==> config.mk <==
export PLATFORM = sky130hd
export DESIGN_NAME = pwm_gen
export DESIGN_NICKNAME = d
export VERILOG_FILES = /design/src/rtl/sync_edge.sv /design/src/rtl/pwm_gen.sv
export SDC_FILE = /design/constraint.sdc
export NUM_CORES = 1
export LEC_CHECK = 0
export ABC_AREA = 1
export CORE_MARGIN = 2
export CORE_UTILIZATION = 55
export CTS_CLUSTER_SIZE = 14
export DETAILED_ROUTE_END_ITERATION = 8
export PLACE_DENSITY_LB_ADDON = 0.25
export REMOVE_ABC_BUFFERS = 1
export SLEW_MARGIN = 10
export SYNTH_ARGS = -nofsm -noshare
export SYNTH_HDL_FRONTEND = slang
export SYNTH_SLANG_ARGS = --single-unit
==> constraint.sdc <==
create_clock -name clk_in -period 3.4 [get_ports clk_in]
set_input_delay 0.85 -clock clk_in [delete_from_list [all_inputs] [get_ports clk_in]]
set_output_delay 0.85 -clock clk_in [all_outputs]
set_load 0.005 [all_outputs]
==> src/rtl/sync_edge.sv <==
// sync_edge: two-flop synchronizer plus delay flop; one-cycle pulse per rising edge of d.
module sync_edge (
  input  logic clk_in,
  input  logic rst,
  input  logic d,
  output logic rise
);
  localparam int DEPTH = 3;
  logic [DEPTH-1:0] s_q, s_d;
  always_comb s_d = {s_q[DEPTH-2:0], d};
  always_ff @(posedge clk_in) s_q <= rst ? '0 : s_d;
  assign rise = s_q[1] & ~s_q[2];
endmodule

==> src/rtl/pwm_gen.sv <==
// pwm_gen: tick-driven PWM generator with staged period/duty reload at period wrap.
module pwm_gen #(
  parameter int WIDTH = 16
) (
  input  logic             clk_in,
  input  logic             rst,
  input  logic             en,
  input  logic             tick_src,
  input  logic [WIDTH-1:0] period,
  input  logic [WIDTH-1:0] duty,
  input  logic             load,
  output logic             pwm_out,
  output logic             period_end,
  output logic             load_ack
);
  typedef enum logic {IDLE, RUN} state_t;
  state_t state_q, state_d;
  logic [WIDTH-1:0] cnt_q, cnt_d, per_act_q, per_act_d, duty_act_q, duty_act_d;
  logic [WIDTH-1:0] per_stg_q, per_stg_d, duty_stg_q, duty_stg_d;
  logic pend_q, pend_d, pwm_q, pwm_d, pe_q, pe_d, ack_q, ack_d;
  logic tick, wrap;
  sync_edge u_sync (.clk_in(clk_in), .rst(rst), .d(tick_src), .rise(tick));
  assign wrap = tick && cnt_q == per_act_q;
  always_comb begin
    state_d    = state_q;
    cnt_d      = cnt_q;
    per_act_d  = per_act_q;
    duty_act_d = duty_act_q;
    per_stg_d  = per_stg_q;
    duty_stg_d = duty_stg_q;
    pend_d     = pend_q;
    pe_d       = 1'b0;
    ack_d      = 1'b0;
    pwm_d      = 1'b0;
    if (state_q == IDLE) begin
      cnt_d  = '0;
      pend_d = 1'b0;
      if (en) begin
        state_d    = RUN;
        per_act_d  = period;
        duty_act_d = duty;
        pwm_d      = duty != '0;
      end
    end else if (!en) begin
      state_d = IDLE;
      cnt_d   = '0;
      pend_d  = 1'b0;
    end else begin
      if (load && !wrap) begin
        per_stg_d  = period;
        duty_stg_d = duty;
        pend_d     = 1'b1;
      end
      if (wrap) begin
        cnt_d  = '0;
        pe_d   = 1'b1;
        ack_d  = load || pend_q;
        pend_d = 1'b0;
        // a load on the wrap cycle bypasses staging and wins over older staged values
        per_act_d  = load ? period : pend_q ? per_stg_q : per_act_q;
        duty_act_d = load ? duty : pend_q ? duty_stg_q : duty_act_q;
      end else if (tick) begin
        cnt_d = cnt_q + 1'b1;
      end
      pwm_d = cnt_d < duty_act_d;
    end
  end
  always_ff @(posedge clk_in) begin
    if (rst) begin
      state_q    <= IDLE;
      cnt_q      <= '0;
      per_act_q  <= '0;
      duty_act_q <= '0;
      per_stg_q  <= '0;
      duty_stg_q <= '0;
      pend_q     <= 1'b0;
      pwm_q      <= 1'b0;
      pe_q       <= 1'b0;
      ack_q      <= 1'b0;
    end else begin
      state_q    <= state_d;
      cnt_q      <= cnt_d;
      per_act_q  <= per_act_d;
      duty_act_q <= duty_act_d;
      per_stg_q  <= per_stg_d;
      duty_stg_q <= duty_stg_d;
      pend_q     <= pend_d;
      pwm_q      <= pwm_d;
      pe_q       <= pe_d;
      ack_q      <= ack_d;
    end
  end
  assign pwm_out    = pwm_q;
  assign period_end = pe_q;
  assign load_ack   = ack_q;
endmodule

==> flow_summary.yaml <==
detailed_routing:
  final_antenna_net_count: 0
  drt_first_pass_iters: 7
  routedWlPerCell_um: 14.3
  route.vias.total: 4459
  remaining_drc_errors: 0
  total_wire_length_um: 11500
  vias_per_cell: 5.55
  drt_iter0_markers: 290
layout:
  final_nets: 748
  antennaDiodeCount: 0
  final_layout_size_suffix_gt1_share_pct: 6.15
  fill_cells: 715
  area_growth_pct: 13.1
  fin_area_sq_mm: 0.00537
synthesis:
  muxShareOfSynthArea_pct: 0.237
  synth_edf_count: 0
  synth_area_sq_mm: 0.00475
  synth_compound_gate_area_share_pct: 22.9
  simple_gate_share_of_the_synthesized_area_pct: 20.4
  syn_area_per_cell_sq_um: 7.07
  synthArstFlopShare_pct: 0
  synthXorXnorAreaFrac_pct: 2.77
  yosys-top-cells-area: "sky130_fd_sc_hd__dfxtp_1 37%, sky130_fd_sc_hd__nand2_1 8.5%, sky130_fd_sc_hd__inv_1 8.4%, sky130_fd_sc_hd__a21oi_1 7.9%, sky130_fd_sc_hd__o21ai_0 5.6%"
  synthAdderAreaFrac_pct: 4.22
  synth_instances: 671
  post-synth-top-area-fraction_pct: 37.1
  yosys-top-cells-count: "107 x sky130_fd_sc_hd__nand2_1, 106 x sky130_fd_sc_hd__inv_1, 88 x sky130_fd_sc_hd__dfxtp_1"
  synthesis.yosys.warnings: 0
  flip_flop_and_latch_count_after_synthesis: 88
  synth_most_common_cell: "sky130_fd_sc_hd__nand2_1"
  yosys.cell_types.count: 39
  synthFlopType: "sky130_fd_sc_hd__dfxtp_1"
  synth_sequential_area_ratio_pct: 37.1
  synth_top_family_by_area: "compound AO/OA/AOI/OAI gates"
  synth_top_area_cell: "sky130_fd_sc_hd__dfxtp_1"
worst_setup_path:
  cp_data_required_time_ps: 3690
  crit_path_end_kind: "flip-flop"
  critPathMaxStageDelay_ps: 320
  cp_cell_sequence: "inv_1 > nor2_4 > nand2_1 > nor2_1 > nand2_1 > nor2_2 > nand3_4 > clkinv_4 > o21ai_4 > a22oi_1 > ha_1 > a21oi_1 > nor2_1 > a211oi_1 > o221a_2 > nand2_1 > a21oi_1"
  r2r_start: "u_sync.s_q[1]"
  worst_path_buf_inv: 2
  timing.critical_path.slowest_stage_cell: "sky130_fd_sc_hd__dfxtp_1"
  largest_fanout_of_any_net_on_the_critical_path: 21
  timing.reg2reg.worst_path_depth: 17
  path_class: "reg2reg"
  critPathArrivalTime_ps: 3350
  cp-start-kind: "flip-flop"
  r2r-end: "pwm_out"
  critPathMostFrequentCell: "sky130_fd_sc_hd__nand2_1"
  setup.reg_to_reg.worst_slack_ps: 340
  critical-path-top-delay-family: "compound AO/OA/AOI/OAI gates"
placement:
  post-place-ws_ps: 191
  portBuffers: 39
  gp_congestion: 0.910
  detailed_place.area_sq_mm: 0.00516
  dp_hpwl_um: 8010
power:
  p_leak_uw: 0.00218
  cell_pwr_density_mw_per_mm2: 400
  peakVddDrop_v: 0.000235
  total_power_uw: 2150
timing:
  finalWorstPathRequiredPeriod_ps: 3060
  grt_setup_unrepaired: "false"
  setup-violations-final: 0
  timing.slew.headroom_pct: 38.9
  setup_slack_ps: 345
  timing.fmax_mhz: 327
  timing.final.crit_share_pct: 89.9
  fin_setup_tns_ps: 0
  tightestPinTransition_ps: 916
  report.final.hold_viol_count: 0
  finClkSkew_ps: 9.24
  slew_violations: 0
floorplanning:
  dieArea_sq_mm: 0.00939
  die_y_um: 96.9
  start_util_pct: 57.2
  area_of_the_placeable_core_sq_mm: 0.00830
  num_io_pins: 40
  number_of_rows_created_at_floorplan: 33
  die_w_um: 96.9
hold_path:
  cell_count_of_the_worst_hold_path: 2
  min_path_type: "reg2reg"
  worst_hold_startpoint: "u_sync.s_q[0]"
  worstHoldEndpoint: "u_sync.s_q[1]"
clock_tree:
  clock_path_buffers: 2
  cts_sinks: 88
  clk_root_buffer_cell: "sky130_fd_sc_hd__clkbuf_8"
  cts_made_buffers: 9
  post_cts_buffers: 0
  cts_tree: "yes"
  cts.htree.levels: 3
  insertion_delay_of_the_later_clocked_pin_in_the_worst_skew_pair_ps: 360
  clk_pin_slew_ps: 90
  ctsHoldBuffers: 0
  cts-resized-gates: 0
outcome:
  run_status: "finished clean"
grt:
  wire_length_of_the_first_global_routing_pass_um: 19700
  number_of_antenna_violations_at_the_first_check_in_global_routing: 0
  maximum_number_of_pins_on_one_net_before_global_route_repair: 34
  global_route.overflow_total: 0
  globalRouteTotalUtil_pct: 25.1
  grt_pass1_vias: 4328
job:
  max_cap_viol_count: 0
tightest hold or removal path, stage by stage, from the launching register on:
cell and delay [ps]:
sky130_fd_sc_hd__dfxtp_1 310, sky130_fd_sc_hd__inv_1 40, sky130_fd_sc_hd__nor2_1 30
final cells by class:
class	instances	area [sq um]	share of cell area (%)
clock buffers	11	151	2.82
clock inverters	4	53.8	1.00
inverters	109	414	7.71
multi-input cells	439	2400	44.7
flip-flops and latches	88	1760	32.8
well taps	105	131	2.45
repair buffers	48	458	8.53
cells by family (layout without fill, tap and decap cells):
family	after synthesis	in the layout
buf+inv	144	172
mux	1	1
simple gates	221	221
xor+xnor	15	15
compound gates	186	186
fa+ha+maj	16	16
flops	88	88
worst max path at each step:
stage	start	endpoint	slack, ps	depth (start not counted)
after global routing	u_sync.s_q[1]	pwm_out	90	17
after CTS	u_sync.s_q[1]	pwm_out	350	17
after detailed placement	load	pwm_out	190	12
final	u_sync.s_q[1]	pwm_out	340	17
after global placement	load	pwm_out	270	12
after floorplan	load	per_stg_q[0]	420	5
report_power, final:
part           switching [uW]  total (uW)  leakage (uW)  internal [uW]
sequential               25.8        1100      0.000719           1070
combinational             167         287       0.00136            120
clock                     386         763     0.0000976            377
cell usage in the layout (no fill, tap or decap), drive strengths merged, types with 9 or more instances in the layout:
master	instances
a211oi	31
a21oi	75
a32oi	11
buf	9
clkbuf	11
clkdlybuf4s50	39
dfxtp	88
ha	16
inv	108
nand2	109
nand3	10
nand4	10
nor2	68
nor3	16
o21ai	60
xor2	11
flip-flops by register name, summed over array words and instances (netlist names):
register and cells:
pend_q 1, period_end 1, pwm_out 1, duty_stg_q 16, cnt_q 16, u_sync.s_q 3
per_act_q 16, duty_act_q 16, state_q 1, load_ack 1, per_stg_q 16
per-layer routing:
layer	GRT usage (%)	part of all wire [%]	vias to the layer above
li1	-	-	2273
met1	32.9	45	2028
met2	42.1	48	142
met3	3.18	6.0	16
met4	9.97	1.4	0
met5	0	0	-
through the flow:
| step | hold slack (ps) | std cells | util, % |
|---|---|---|---|
| 4_1_cts | 420 | 804 | 64.7 |
| 2_1_floorplan | 388 | 636 | - |
| 3_3_place_gp | 395 | 789 | 62.2 |
| 3_5_place_dp | 404 | 789 | 62.2 |
| 6_report | 414 | 804 | 64.7 |
| 5_1_grt | 447 | 804 | 64.7 |
No activity file was read; power rests on OpenSTA's default activity.
